==> src/rtl/cpun_pkg.sv <==
// Shared constants for the cpun multi-cycle core: opcodes, ALU function
// codes and the sequencer state encoding.
package cpun_pkg;

   // Major opcodes, IR[15:12]
   localparam logic [3:0] OP_ALU  = 4'b0000;
   localparam logic [3:0] OP_LI   = 4'b0001;
   localparam logic [3:0] OP_LD   = 4'b0010;
   localparam logic [3:0] OP_ST   = 4'b0011;
   localparam logic [3:0] OP_BEQZ = 4'b0100;
   localparam logic [3:0] OP_HALT = 4'b1111;

   // ALU function codes, IR[7:4] when op == OP_ALU
   localparam logic [3:0] F_ADD = 4'b1010;
   localparam logic [3:0] F_SUB = 4'b0010;
   localparam logic [3:0] F_AND = 4'b1100;
   localparam logic [3:0] F_OR  = 4'b1110;

   // Sequencer states
   localparam logic [1:0] FETCH = 2'd0;
   localparam logic [1:0] EXEC  = 2'd1;
   localparam logic [1:0] MEM   = 2'd2;
   localparam logic [1:0] STOP  = 2'd3;

   // True for the four function codes the ALU group implements.
   function automatic logic is_alu_fn(input logic [3:0] fn);
      return (fn == F_ADD) || (fn == F_SUB) || (fn == F_AND) || (fn == F_OR);
   endfunction

endpackage

==> src/rtl/cpun_regfile.sv <==
// Register file: NREG x DW, one synchronous write port, two combinational
// read ports, all entries cleared by synchronous reset.
module cpun_regfile #(
   parameter int DW   = 16,
   parameter int NREG = 16
) (
   input  logic                    clk_i,
   input  logic                    rst_i,
   input  logic                    we_i,
   input  logic [$clog2(NREG)-1:0] waddr_i,
   input  logic [DW-1:0]           wdata_i,
   input  logic [$clog2(NREG)-1:0] raddr_a_i,
   output logic [DW-1:0]           rdata_a_o,
   input  logic [$clog2(NREG)-1:0] raddr_b_i,
   output logic [DW-1:0]           rdata_b_o
);

   logic [DW-1:0] regs_q [NREG];

   // Write port; reset clears every register.
   // NOTE: this array is reset because the core's programs rely on all registers
   // reading zero after reset; that forces flops rather than a RAM macro.
   always_ff @(posedge clk_i) begin
      if (rst_i) begin
         for (int i = 0; i < NREG; i++) regs_q[i] <= '0;
      end else if (we_i) begin
         regs_q[waddr_i] <= wdata_i;
      end
   end

   assign rdata_a_o = regs_q[raddr_a_i];
   assign rdata_b_o = regs_q[raddr_b_i];

endmodule

==> src/rtl/cpun_multicycle.sv <==
// cpun multi-cycle core: FETCH/EXEC/MEM/STOP sequencer around a shared
// register file and an inline ALU, with a handshaked data port.
module cpun_multicycle #(
   parameter int            DW       = 16,
   parameter int            NREG     = 16,
   parameter int            AW       = 16,
   parameter logic [AW-1:0] RESET_PC = '0
) (
   input  logic          CK,
   input  logic          RST,
   output logic [AW-1:0] IADDR,
   input  logic [15:0]   IDATA,
   output logic          DREQ,
   output logic          DWE,
   output logic [AW-1:0] DADDR,
   output logic [DW-1:0] DWDATA,
   input  logic [DW-1:0] DRDATA,
   input  logic          DACK,
   output logic          RETIRE,
   output logic          HALTED,
   output logic          ERR
);

   import cpun_pkg::*;

   localparam int IW = $clog2(NREG);

   logic [1:0]    state_q,  state_d;
   logic [AW-1:0] pc_q,     pc_d;
   logic [15:0]   ir_q,     ir_d;
   logic          dreq_q,   dreq_d;
   logic          dwe_q,    dwe_d;
   logic [AW-1:0] daddr_q,  daddr_d;
   logic [DW-1:0] dwdata_q, dwdata_d;
   logic          retire_q, retire_d;
   logic          halted_q, halted_d;
   logic          err_q,    err_d;

   // Instruction fields; register indices use the low IW bits of each field.
   logic [3:0]    op, fn, fld_d, fld_s;
   logic [IW-1:0] rd_idx, rs_idx;
   logic [DW-1:0] rd_val, rs_val, alu_res, li_val;
   logic [AW-1:0] br_off;

   assign op     = ir_q[15:12];
   assign fld_d  = ir_q[11:8];
   assign fn     = ir_q[7:4];
   assign fld_s  = ir_q[3:0];
   assign rd_idx = fld_d[IW-1:0];
   assign rs_idx = fld_s[IW-1:0];
   assign li_val = {{(DW-8){ir_q[7]}}, ir_q[7:0]};
   assign br_off = {{(AW-9){ir_q[7]}}, ir_q[7:0], 1'b0};

   logic          rf_we;
   logic [DW-1:0] rf_wdata;

   cpun_regfile #(
      .DW   (DW),
      .NREG (NREG)
   ) u_regfile (
      .clk_i     (CK),
      .rst_i     (RST),
      .we_i      (rf_we),
      .waddr_i   (rd_idx),
      .wdata_i   (rf_wdata),
      .raddr_a_i (rd_idx),
      .rdata_a_o (rd_val),
      .raddr_b_i (rs_idx),
      .rdata_b_o (rs_val)
   );

   // ALU: register-register group, modulo 2^DW, no flags.
   always_comb begin
      alu_res = '0;
      case (fn)
         F_ADD:   alu_res = rd_val + rs_val;
         F_SUB:   alu_res = rd_val + ~rs_val + DW'(1);
         F_AND:   alu_res = rd_val & rs_val;
         F_OR:    alu_res = rd_val | rs_val;
         default: alu_res = '0;
      endcase
   end

   // Sequencer: next state, PC, data-port request and register write control.
   // NOTE: every output of this block is given its hold/default value first, so
   // no path through the case leaves a variable unassigned and no latch appears.
   always_comb begin
      state_d  = state_q;
      pc_d     = pc_q;
      ir_d     = ir_q;
      dreq_d   = dreq_q;
      dwe_d    = dwe_q;
      daddr_d  = daddr_q;
      dwdata_d = dwdata_q;
      retire_d = 1'b0;
      halted_d = halted_q;
      err_d    = err_q;
      rf_we    = 1'b0;
      rf_wdata = alu_res;

      case (state_q)
         FETCH: begin
            ir_d    = IDATA;
            pc_d    = pc_q + AW'(2);
            state_d = EXEC;
         end
         EXEC: begin
            case (op)
               OP_ALU: begin
                  if (is_alu_fn(fn)) begin
                     rf_we    = 1'b1;
                     rf_wdata = alu_res;
                     retire_d = 1'b1;
                     state_d  = FETCH;
                  end else begin
                     halted_d = 1'b1;
                     err_d    = 1'b1;
                     state_d  = STOP;
                  end
               end
               OP_LI: begin
                  rf_we    = 1'b1;
                  rf_wdata = li_val;
                  retire_d = 1'b1;
                  state_d  = FETCH;
               end
               OP_BEQZ: begin
                  // pc_q already points past this instruction.
                  if (rd_val == '0) pc_d = pc_q + br_off;
                  retire_d = 1'b1;
                  state_d  = FETCH;
               end
               OP_LD, OP_ST: begin
                  // Address is captured here, so Rd == Rs loads use the old Rs.
                  dreq_d   = 1'b1;
                  dwe_d    = (op == OP_ST);
                  daddr_d  = AW'(rs_val);
                  dwdata_d = rd_val;
                  state_d  = MEM;
               end
               OP_HALT: begin
                  halted_d = 1'b1;
                  state_d  = STOP;
               end
               default: begin
                  halted_d = 1'b1;
                  err_d    = 1'b1;
                  state_d  = STOP;
               end
            endcase
         end
         MEM: begin
            if (DACK) begin
               dreq_d   = 1'b0;
               retire_d = 1'b1;
               state_d  = FETCH;
               if (!dwe_q) begin
                  rf_we    = 1'b1;
                  rf_wdata = DRDATA;
               end
            end
         end
         default: begin
            // STOP is absorbing until reset.
            state_d = STOP;
         end
      endcase
   end

   // State registers; synchronous reset restores every architectural value.
   // NOTE: sequential state uses non-blocking assignments so all registers
   // update together from values sampled before the edge.
   always_ff @(posedge CK) begin
      if (RST) begin
         state_q  <= FETCH;
         pc_q     <= RESET_PC;
         ir_q     <= '0;
         dreq_q   <= 1'b0;
         dwe_q    <= 1'b0;
         daddr_q  <= '0;
         dwdata_q <= '0;
         retire_q <= 1'b0;
         halted_q <= 1'b0;
         err_q    <= 1'b0;
      end else begin
         state_q  <= state_d;
         pc_q     <= pc_d;
         ir_q     <= ir_d;
         dreq_q   <= dreq_d;
         dwe_q    <= dwe_d;
         daddr_q  <= daddr_d;
         dwdata_q <= dwdata_d;
         retire_q <= retire_d;
         halted_q <= halted_d;
         err_q    <= err_d;
      end
   end

   assign IADDR  = pc_q;
   assign DREQ   = dreq_q;
   assign DWE    = dwe_q;
   assign DADDR  = daddr_q;
   assign DWDATA = dwdata_q;
   assign RETIRE = retire_q;
   assign HALTED = halted_q;
   assign ERR    = err_q;

endmodule

==> config.mk <==
export PLATFORM = sky130hd
export DESIGN_NAME = cpun_multicycle
export DESIGN_NICKNAME = d
export VERILOG_FILES = /design/src/rtl/cpun_pkg.sv /design/src/rtl/cpun_regfile.sv /design/src/rtl/cpun_multicycle.sv
export SDC_FILE = /design/constraint.sdc
export NUM_CORES = 1
export LEC_CHECK = 0
export ABC_AREA = 1
export ABC_CLOCK_PERIOD_IN_PS = 8600
export BUFFER_PORTS_ARGS = -buffer_cell sky130_fd_sc_hd__buf_2
export CAP_MARGIN = 20
export CORE_ASPECT_RATIO = 0.7
export CORE_UTILIZATION = 50
export CTS_CLUSTER_SIZE = 30
export DETAILED_ROUTE_END_ITERATION = 8
export GPL_TIMING_DRIVEN = 0
export PLACE_DENSITY_LB_ADDON = 0.3
export SLEW_MARGIN = 40
export SYNTH_ARGS = -nofsm -noshare
export SYNTH_HDL_FRONTEND = slang
export SYNTH_HIERARCHICAL = 1
export SYNTH_SLANG_ARGS = --single-unit
==> constraint.sdc <==
create_clock -name CK -period 8.6 [get_ports CK]
set_input_delay 0 -clock CK [delete_from_list [all_inputs] [get_ports CK]]
set_output_delay 0 -clock CK [all_outputs]
set_load 0.005 [all_outputs]
; After elaboration in Yosys (flattened, before gate mapping)
; Memories as Yosys holds them, arrays and structs flattened. A register that Yosys moved wholly into a read port is not among the register bits.
; Index checks and enable logic that the tools add are counted.
[word_totals]
out_inout_bits = 53
mem_bits_rw = 256
in_bits = 35
wordCells = 93
ff_bits = 71
n_memories = 1
[mem_list]
columns = memory, words, width, rd, rd_clocked_by_memory_dff, wr, line
row1 = u_regfile.regs_q, 16, 16, 2, 2, 16, cpun_regfile.sv:18  ; logic [DW-1:0] regs_q [NREG];
[op_classes]
muxes = 38
addsub = 5
n_eq_ne = 16
reduce_logical = 18
bitwise = 5
[ops]
columns = operator, n
row1 = 16-bit two-way mux, 6
row2 = 16-bit one-hot mux with 2 select lines, 2
row3 = 16-bit one-hot mux with 4 select lines, 1
row4 = 16-bit adder, 3
row5 = 4-bit two-way mux, 5
row6 = 16-bit by 1-bit adder with 16-bit output (second input constant), 1
row7 = 16-bit by 2-bit adder with 16-bit output (second input constant), 1
row8 = 16-bit AND, 1
row9 = 4-bit equality test (second input constant), 4
row10 = 16-bit zero test, 1
row11 = 16-bit NOT, 1
row12 = 16-bit OR, 1
row13 = 16-bit OR reduction, 1
row14 = 1-bit one-hot mux with 2 select lines, 7
row15 = 1-bit two-way mux, 13
row16 = 4-bit by 2-bit equality test with 1-bit output (second input constant), 3
row17 = 2-bit one-hot mux with 3 select lines, 2
row18 = 3-bit AND reduction, 4
row19 = 2-bit != test (second input constant), 4
row20 = 5-bit OR reduction, 1
row21 = 4-bit by 1-bit equality test with 1-bit output (second input constant), 1
row22 = 4-bit by 3-bit equality test with 1-bit output (second input constant), 1
row23 = 4-bit zero test, 1
row24 = 2-bit two-way mux, 2
row25 = other kinds (10), 15

; Logic depth before layout (Yosys ltp)
; Gate-level depths: netlist of the first run.
[logic_depth]
depth_word = 12
mapped_depth = 26
mapped_depth_nobuf = 22

; Hierarchy
; Netlist of the first run, hierarchy kept.
[by_module_without_submodules]
columns = module, n_inst, seq_area_each_um2, area_each_um2, cells_each
row1 = cpun_regfile, 1, 7687.4, 14888.0, 1966
row2 = cpun_multicycle, 1, 1401.3, 6434.9, 1038

; Worst setup path before layout of the first run
; No wires, ideal clock.
[synth_timing]
path_kind = register to register
from = register ir_q[9]
to = memory u_regfile.regs_q[10][4] (data pin)
path_buffers = 3
setup_time_ns = 0.266
required_ns = 8.334
period_less_slack_ns = 3.384
t_arrival_ns = 3.118
slack_ns = 5.216
stages_incl_launch_ff = 22
cell_sequence = dfxtp_1 buf_2 buf_1 nand3_1 nand3_1 nand3_1 nand2_1 inv_1 fa_1 inv_1 nand3_1 nand3_1 nand2_1 nand3_1 nand3_2 nor2_1 o21bai_1 nand2_1 nand2_1 inv_1 clkbuf_1 nor2_1
[synth_rtl]
columns = element, line
row1 = start: declaration, cpun_multicycle.sv:30  ; logic [15:0] ir_q, ir_d;
row2 = start signal: assignment, cpun_multicycle.sv:188  ; ir_q <= ir_d;
row3 = end: declaration, cpun_regfile.sv:18

==> results of run 1 <==
## flip-flops by register name, summed over array words and instances, names as in the netlist, 2 cells and up
name	flops
u_regfile/regs_q	256
DADDR	16
DWDATA	16
ir_q	16
IADDR	15
state_q	2
## placed cells by master, fill, tap and decap left out, drive strengths merged, types with 18 or more instances in the layout
master	synthesis	routed
nand2	832	832
dfxtp	70	70
clkbuf	63	119
buf	108	185
edfxtp	256	256
o21ai	108	108
ha	65	65
dlygate4sd3	0	18
a21oi	96	96
inv	468	470
nor2	330	330
nand3	523	523
## stage by stage
step / setup WS (ns) / area, sq um / power [mW] / std cells / utilization [%]
6_report: 2.94 / 23900 / 9.06 / 3718 / 57.5
3_3_place_gp: 3.28 / 22400 / 7.09 / 3634 / 54.1
5_1_grt: 2.78 / 23900 / 9.51 / 3718 / 57.5
4_1_cts: 3.18 / 23800 / 8.77 / 3717 / 57.4
3_5_place_dp: 3.20 / 22500 / 7.17 / 3634 / 54.1
2_1_floorplan: 5.22 / 21300 / 5.32 / 3004 / -
## worst max-delay path, delay by kind of cell (launching register included)
kind / cells / cell delay (ns)
flip-flops: 1 / 0.62
AND/OR/NAND/NOR: 17 / 2.24
buffers and inverters: 6 / 2.28
adder cells (fa/ha/maj): 1 / 0.25
## kinds of logic (layout without fill, tap and decap cells)
logic type               Yosys count  after routing
AO/OA/AOI/OAI                    245            245
XOR/XNOR                           9              9
adder cells (fa/ha/maj)           68             68
buffers and inverters            639            809
flip-flops                       326            326
other                              1              1
AND/OR/NAND/NOR                 1716           1716
## worst paths after layout
check,start,to,cells after the start
worst min register to register,ERR,ERR,2
worst min-delay path,DRDATA[5],u_regfile/regs_q[3][5],7
worst max-delay path,ir_q[8],u_regfile/regs_q[11][15],24
worst max register to register,ir_q[8],u_regfile/regs_q[11][15],24
## metal layers
metal,wire length (um),share of wire (%)
met1,37200,41
met2,34600,39
met3,14600,16
met4,3420,3.8
met5,0,0
## where the power goes
part / internal [mW] / switching (mW) / total [mW]
Sequential: 1.84 / 0.109 / 1.95
Clock: 0.915 / 0.684 / 1.60
Combinational: 1.46 / 4.06 / 5.52
Total: 4.21 / 4.85 / 9.06
## repair_timing
item	in CTS	in global routing
setup endpoints to repair	0	0
hold buffers	18	0
hold endpoints to repair	24	0
## final cells by class
type / count / area share, %
well taps: 544 / 2.85
multi-input cells: 2039 / 40.6
plain buffers: 171 / 3.62
flip-flops and latches: 326 / 38.1
clock inverters: 19 / 0.713
clock buffers: 46 / 4.19
inverters: 468 / 7.36
repair buffers: 105 / 2.62
==> results.txt, run 1 <==
The maximum number of pins on one net before global-route repair came out at 17. The area of the multi-input gates came out at 9680 sq um. The number of buffers inserted by port buffering is 86. The clock tree synthesis step divided the H-tree into 2 levels. In the global route stage, overall resource usage came out at 40.9%. The most used flip-flop cell after synthesis is sky130_fd_sc_hd__edfxtp_1.

Among all cell types in the netlist, the one instantiated most often is sky130_fd_sc_hd__nand2_1. The critical path goes through buf_2 > buf_1 > nand2_1 > nand3_1 > nand3_1 > nand3_1 > nand2_1 > inv_1 > ha_1 > buf_4 > nor2_1 > and2_1 > nand2_1 > nand2_2 > nand2_1 > nand2_1 > nand2_1 > nand3_1 > nand3_1 > nand2_1 > nand2_1 > inv_1 > clkbuf_1 > nor2_1. The first-pass GRT wire length is 131000 um.

The count of maximum capacitance violations came out at 0. Between clock sinks in the finished design, the worst skew comes to 0.0323 ns. The setup slack of the most critical reg-to-reg path is 2.94 ns.

The worst setup path is captured at a register. The overall routed net length is 89800 um. On the worst path, the slowest cell contributes a delay of 0.74 ns. The number of antenna diodes in the final layout is 0. The time the final worst path needs with I/O delays and setup came out at 5.66 ns. The number of cells upsized or downsized after cts came out at 0. The footprint of the flip-flops and latches is 9090 sq um. The DRC violation count after routing came out at 0. The standby leakage power is 11.2 nW. The startpoint class of the critical path is a register. The met1 usage came out at 61.4%. The accumulated negative setup slack is 0 ns.

The number of buffers added by the clock tree synthesis step came out at 36. In this run the worst hold path is classified as input port to register. The count of mapped cells out of synthesis came out at 3004. met1 is the most crowded layer. The cell area after synthesis is 21300 sq um.

The global-route congestion overflow total came out at 0. Measured against its own limit, the worst slew margin works out to 34.4%. Across the VDD grid, the largest voltage drop is 0.186 mV.

From bottom edge to top edge, the die measures 175 um. The count of clock tree sinks came out at 326. The largest total area in the synthesized netlist belongs to sky130_fd_sc_hd__edfxtp_1. The number of global-route vias before repair came out at 20.8k.

The power density normalized to cell area came out at 380 nW/um^2. The number of violations reported at the end of detailed-routing iteration 0 came out at 3694. The number of enable flip-flop cells after synthesis came out at 256. The average wire per standard cell came out at 24.2 um.

The number of nets in the synthesized netlist is 3107. The highest net fanout along the worst path came out at 10. The synthesized design contains 326 register bits. The number of inserted filler cells in the final layout came out at 3985. The tightest hold margin is 0.128 ns. The latest clock arrival within the worst-skew pair came out at 0.56 ns. Buffers added to address setup during post-CTS repair amount to 0. The synthesized area per cell is 7.10 sq um. TritonCTS built the clock tree. Dividing the detail-routed via count by the number of cells gives 5.97.

By area, the combinational part of the netlist is dominated by simple AND/OR/NAND/NOR gates. The share of cells above drive strength 1 is 9.64%. In this run the horizontal extent of the chip is 249 um. The count of boundary I/O pins came out at 88. The placed wire-length estimate is 67500 um. The share of synthesized registers carrying an async set or reset came out at 0%. The die covers 43500 sq um. The most prevalent standard cell on the critical path is sky130_fd_sc_hd__nand2_1. The final RePlAce weighted congestion came out at 1.02. Compared with the post-synthesis result, the final layout area differs by 11.9%.

The max-slew violation total from the final report is 0. The met2 capacity usage during global routing came out at 55.8%. At the end of the flow, the number of nets in the layout was 3250. The maximum count of clock buffers along a single path came out at 3. The number of nets with antenna violations after detailed routing came out at 0. Of the total synthesized cell area, the portion taken by XOR and XNOR cells is 0.370%. The fraction of the mapped netlist area in compound gates came out at 6.30%.

The Yosys warning count is 6. The setup violation total in the final timing report is 0. The basic-gate share of the synthesized area counting and, or, nand and nor cells came out at 34.4%. The path type of the worst setup path is register to register. The adder-cell share of the synthesized area is 4.10%. The clock-pin slew of the registers on the worst-case setup and hold paths came out at 0.07 ns.

The placement row count is 62. Setup repair after global routing left no endpoint under its margin. Once the floorplan was initialized, standard cells occupied 51.4% of the core.

The run finished with clean final reports. After synthesis, the cell types taking the most area are sky130_fd_sc_hd__edfxtp_1 (36%), sky130_fd_sc_hd__nand2_1 (14%), sky130_fd_sc_hd__nand3_1 (12%), sky130_fd_sc_hd__inv_1 (8.0%), sky130_fd_sc_hd__dfxtp_1 (6.6%). The count of final hold-check violations is 0. Of the available clock period, the critical path in the final layout requires 65.8%. The total area inside the core boundary comes to 41500 sq um. The via count came out at 22.2k. Data on the critical path is required at its endpoint by 8.88 ns.

Clock tree synthesis selected as its root buffer the cell sky130_fd_sc_hd__clkbuf_16. The number of distinct library cells after synthesis is 50. The critical path data arrival time is 5.94 ns. The first-pass detailed-route iteration total is 6. The fraction of synthesized cell area taken by the top area cell type came out at 36.1%. The sequential share of the synthesized area is 42.6%. The met3 layer usage reported by global route is 11.0%. Timing would allow up to 0.177 GHz. The portion of synthesized area spent on multiplexers is 0%. After synthesis, the most frequently instantiated cells are sky130_fd_sc_hd__nand2_1 (810), sky130_fd_sc_hd__nand3_1 (520), sky130_fd_sc_hd__inv_1 (455).

For this design, the slowest cell found on the critical path is sky130_fd_sc_hd__buf_1. The initial antenna violation count was 0. At the pin with the least slew margin, the transition time is 0.983 ns.
Note: power is estimated with default switching activity, not from simulation.
==> run 2, diff against run 1 <==
--- a/config.mk
+++ b/config.mk
@@ -5,8 +5,8 @@
 export SDC_FILE = /design/constraint.sdc
 export NUM_CORES = 1
 export LEC_CHECK = 0
-export ABC_AREA = 1
-export ABC_CLOCK_PERIOD_IN_PS = 8600
+export ABC_AREA = 0
+export ABC_CLOCK_PERIOD_IN_PS = 5710
 export BUFFER_PORTS_ARGS = -buffer_cell sky130_fd_sc_hd__buf_2
 export CAP_MARGIN = 20
 export CORE_ASPECT_RATIO = 0.7
==> constraint.sdc (replaced) <==
create_clock -name CK -period 5.71 [get_ports CK]
set_input_delay 0 -clock CK [delete_from_list [all_inputs] [get_ports CK]]
set_output_delay 0 -clock CK [all_outputs]
set_load 0.005 [all_outputs]
==> run 2 against run 1 <==
Compared with the run above: via count fell by 34%; largest power group unchanged; sequential cell count unchanged; clock power grew 43%; clock skew increased by 0.0042 ns; sequential power increased by 46%; design area down 9.0%; register-to-register slack got worse by 2.9 ns; hold slack gained 0.079 ns.
==> results.txt, run 2 <==
The worst setup path is of the register to register kind. The setup slack of the most critical reg-to-reg path is 0.07 ns (-2.87 ns). The standard cell core area is 37500 sq um (-9.6%). Clock tree synthesis selected as its root buffer the cell sky130_fd_sc_hd__clkbuf_16. The number of buffers added for setup after CTS is 0 (unchanged). The met3 layer usage reported by global route is 8.06% (-2.9 points). The final RePlAce weighted congestion is 0.952 (-7.0%). The global-route congestion overflow total was 0 (unchanged). The critical path's largest stage delay came out at 0.48 ns (-0.26 ns).

The synthesized area per cell was 11.7 sq um (+65%). The critical path data arrival time is 6.04 ns (+0.10 ns). The Yosys warning count is 6 (unchanged). The largest total area in the synthesized netlist belongs to sky130_fd_sc_hd__edfxtp_1.

The area overhead of the layout relative to synthesis is 13.3%. The maximum count of clock buffers along a single path came out at 3 (unchanged). The floorplan die width was 236 um (-5.1%). The share of cells above drive strength 1 is 21.5% (+12 points). The critical path goes through clkbuf_2 > clkbuf_2 > mux4_2 > a22oi_1 > nand2_1 > inv_1 > ha_1 > inv_1 > fa_1 > a21oi_1 > o211ai_2 > a221o_1 > o2111a_1 > a211oi_2 > mux2_1 > o211ai_1 > clkbuf_2 > and2_1. The time the final worst path needs with I/O delays and setup was 5.64 ns (-0.0229 ns). The overall die area came out at 39200 sq um (-10%). STA classifies the critical path startpoint as a register.

The placement row count came out at 59 (-4.8%). The average wire per standard cell is 26.0 um (+7.7%). The data required time of the critical path is 6.11 ns (-2.77 ns). The met1 usage came out at 47.5% (-14 points). The number of vias per cell is 6.39 (+7.0%).

The cell area after synthesis came out at 19200 sq um (-10%). The minimum setup slack after placement came out at -0.659 ns (-3.86 ns). The via count came out at 14.7k (-34%). Yosys instantiated no cell more often than sky130_fd_sc_hd__edfxtp_1. The fraction of the mapped netlist area in compound gates came out at 10.3% (+4.1 points). The number of inserted filler cells in the final layout came to 3116 (-22%). The adder-cell share of the synthesized area is 4.55% (+0.46 points). The fraction of the cycle the final worst path needs came to 98.7% (+33 points). After synthesis, the largest family of logic cells by area is simple AND/OR/NAND/NOR gates. The number of nets with antenna violations after detailed routing is 0 (unchanged). The global routing stage identified its most utilized layer as met1. The area after detailed placement came to 20300 sq um (-9.8%). The fraction of synthesized area in multiplexers came to 16.0% (+16 points). The number of buffers inserted by port buffering came out at 86 (unchanged). The number of violations reported at the end of detailed-routing iteration 0 is 1972 (-47%). The basic-gate share of the synthesized area counting and, or, nand and nor cells came to 17.1% (-17 points). The clock skew came out at 0.0366 ns (+0.00425 ns). The overall routed net length came out at 59700 um (-34%). The max-slew violation total from the final report is 0 (unchanged). The slew at the pin with the worst max-slew slack is 0.873 ns (-0.110 ns). The xor-xnor portion of the synthesized cell area came out at 0.868% (+0.50 points). The first-pass GRT wire length came out at 88800 um (-32%).

The count of mapped cells out of synthesis came to 1635 (-46%). The number of buffers added by the clock tree synthesis step came out at 36 (unchanged). The power density normalized to cell area was 440 nW/um^2 (+16%). The sequential share of the synthesized area is 47.4% (+4.8 points). Setup repair after global routing left no endpoint under its margin.

The initial cell density of the core came to 51.1% (-0.24 points). The count of maximum capacitance violations came out at 0 (unchanged). The final layout net count is 1879 (-42%). By area the synthesized netlist is led by sky130_fd_sc_hd__edfxtp_1 (40%), sky130_fd_sc_hd__mux4_2 (15%), sky130_fd_sc_hd__and2_1 (8.2%), sky130_fd_sc_hd__dfxtp_1 (7.3%), sky130_fd_sc_hd__ha_1 (4.2%). The number of nets in the synthesized netlist is 1738 (-44%). The share of synthesized registers carrying an async set or reset is 0% (unchanged). The leading cell type in the layout, fill and taps excluded is sky130_fd_sc_hd__edfxtp_1. The highest net fanout along the worst path came out at 10 (unchanged). For this run, the leading register cell type out of synthesis is sky130_fd_sc_hd__edfxtp_1. The clock-pin slew of the registers on the worst-case setup and hold paths is 0.06 ns (about the same). The DRC violation count after routing is 0 (unchanged).

The H-tree depth came out at 2 (unchanged). The number of enable flip-flop cells after synthesis is 256 (unchanged). The latest clock arrival within the worst-skew pair is 0.56 ns (about the same). The count of boundary I/O pins came out at 88 (unchanged). The worst ir drop on vdd was 0.215 mV (+16%). The highest achievable clock rate came out at 0.177 GHz (+0.41%).

The minimum setup slack in the final design is 0.0723 ns (-2.87 ns). The type of destination of the critical path is a register. The number of flip-flops and latches in the synthesized netlist is 326 (unchanged). The design area is 21700 sq um (-9.0%).

The met2 capacity usage during global routing is 42.9% (-13 points). The maximum number of pins on one net before global-route repair is 17 (unchanged). The count of clock tree sinks came out at 326 (unchanged).

The worst slew margin relative to its limit is 41.5% (+7.1 points). The number of distinct library cells after synthesis came out at 84 (+68%). The overall fraction of global-route tracks in use is 30.7% (-10 points). The worst hold path class is input port to register. Counting instances in the post-synthesis netlist gives the leading cell types as sky130_fd_sc_hd__edfxtp_1 (256), sky130_fd_sc_hd__and2_1 (252), sky130_fd_sc_hd__nand2_1 (155). The fraction of synthesized cell area taken by the top area cell type came out at 40.1% (+4.0 points). The register with the most flip-flops in the final layout is u_regfile/regs_q. The setup violation total in the final timing report came out at 0 (unchanged).

The most prevalent standard cell on the critical path is sky130_fd_sc_hd__clkbuf_2. The number of global-route vias before repair is 13.8k (-33%). The initial antenna violation count came out at 2 (+2).

The standby leakage power was 8.15 nW (-27%). The flip-flop count of the largest register, all copies and words added is 256 (unchanged). The height of the die is 166 um (-5.1%). The placed wire-length estimate came to 44500 um (-34%). Among all stages on the critical path, the largest delay is contributed by sky130_fd_sc_hd__dfxtp_2.

The count of final hold-check violations came out at 0 (unchanged). TritonCTS built the clock tree. In the layout the commonest cells are sky130_fd_sc_hd__edfxtp_1 (256), sky130_fd_sc_hd__and2_1 (252), sky130_fd_sc_hd__nand2_1 (154). The flow ran to the end, and the final reports show no timing, DRC or antenna violations. The first-pass detailed-route iteration total came out at 6 (unchanged).
==> run 2: changes by cell type after synthesis, moves of 69 or more <==
cell / before / now
sky130_fd_sc_hd__nand2_1: 810 / 155
sky130_fd_sc_hd__nand3_1: 520 / 12
sky130_fd_sc_hd__inv_1: 455 / 60
sky130_fd_sc_hd__and2_1: 3 / 252
sky130_fd_sc_hd__nor2_1: 322 / 78
sky130_fd_sc_hd__mux4_2: 0 / 128
sky130_fd_sc_hd__o21ai_0: 104 / 34
sky130_fd_sc_hd__a22oi_1: 0 / 69
==> run 2: per-layer routing <==
layer | wire length, um | part of all wire [%] | vias to the layer above
met3 | 6990 | 12 | 111
met4 | 1140 | 1.9 | 0
met5 | 0 | 0 | -
li1 | - | - | 6327
met2 | 25200 | 42 | 855
met1 | 26300 | 44 | 7364
==> run 2: metrics by stage <==
stage	utilization [%]	TNS [ns]	hold WS (ns)	instances	power (mW)
after floorplan	-	0	0.148	1635	5.71
after global placement	53.9	-99.36	0.233	2209	6.96
after detailed placement	54.0	-62.83	0.247	2209	7.05
after CTS	57.8	0	0.169	2292	9.42
after global routing	57.9	0	0.206	2292	9.96
final	57.9	0	0.207	2293	9.56
==> run 2: power by group <==
group | internal [mW] | total, mW | switching [mW]
clock network | 1.31 | 2.29 | 0.979
logic | 1.57 | 4.43 | 2.85
registers | 2.71 | 2.84 | 0.136
==> run 2: worst paths after layout <==
| kind | from | end | depth (start not counted) |
|---|---|---|---|
| max | ir_q[9] | u_regfile/regs_q[0][14] | 18 |
| min | DRDATA[9] | u_regfile/regs_q[4][9] | 4 |
| max reg2reg | ir_q[9] | u_regfile/regs_q[0][14] | 18 |
| min reg2reg | DWDATA[9] | DWDATA[9] | 2 |
==> run 2: cell type report <==
type | instances | area, sq um | share of cell area (%)
Multi-Input combinational cell | 1131 | 9520 | 43.8
Sequential cell | 326 | 9090 | 41.8
Clock buffer | 47 | 972 | 4.47
Tap cell | 488 | 611 | 2.81
Timing Repair Buffer | 103 | 601 | 2.76
Buffer | 116 | 527 | 2.42
Inverter | 62 | 233 | 1.07
Clock inverter | 19 | 176 | 0.812
Antenna cell | 1 | 2.50 | 0.0115
==> run 2: cells by family (layout without fill, tap and decap cells) <==
family          Yosys count  after routing
mux                     147            147
buf+inv                 178            347
simple gates            607            607
fa+ha+maj                68             68
other cells               1              2
xor+xnor                 19             19
flops                   326            326
compound gates          289            289
==> run 2: what timing repair did <==
item                                    4_1_cts  5_1_grt
endpoints found under the setup margin      164      116
gates resized for setup                      27       20
pin swaps                                     0        0
endpoints found under the hold margin        20        0
hold buffers                                 17        0
==> run 2: worst max-delay path: cells and delay by family (launching register included) <==
| kind | cells | cell delay (ns) |
|---|---|---|
| adder cells (fa/ha/maj) | 2 | 0.58 |
| flip-flops | 1 | 0.48 |
| buffers and inverters | 5 | 1.33 |
| AND/OR/NAND/NOR | 2 | 0.35 |
| AO/OA/AOI/OAI | 7 | 1.98 |
| multiplexers | 2 | 0.77 |
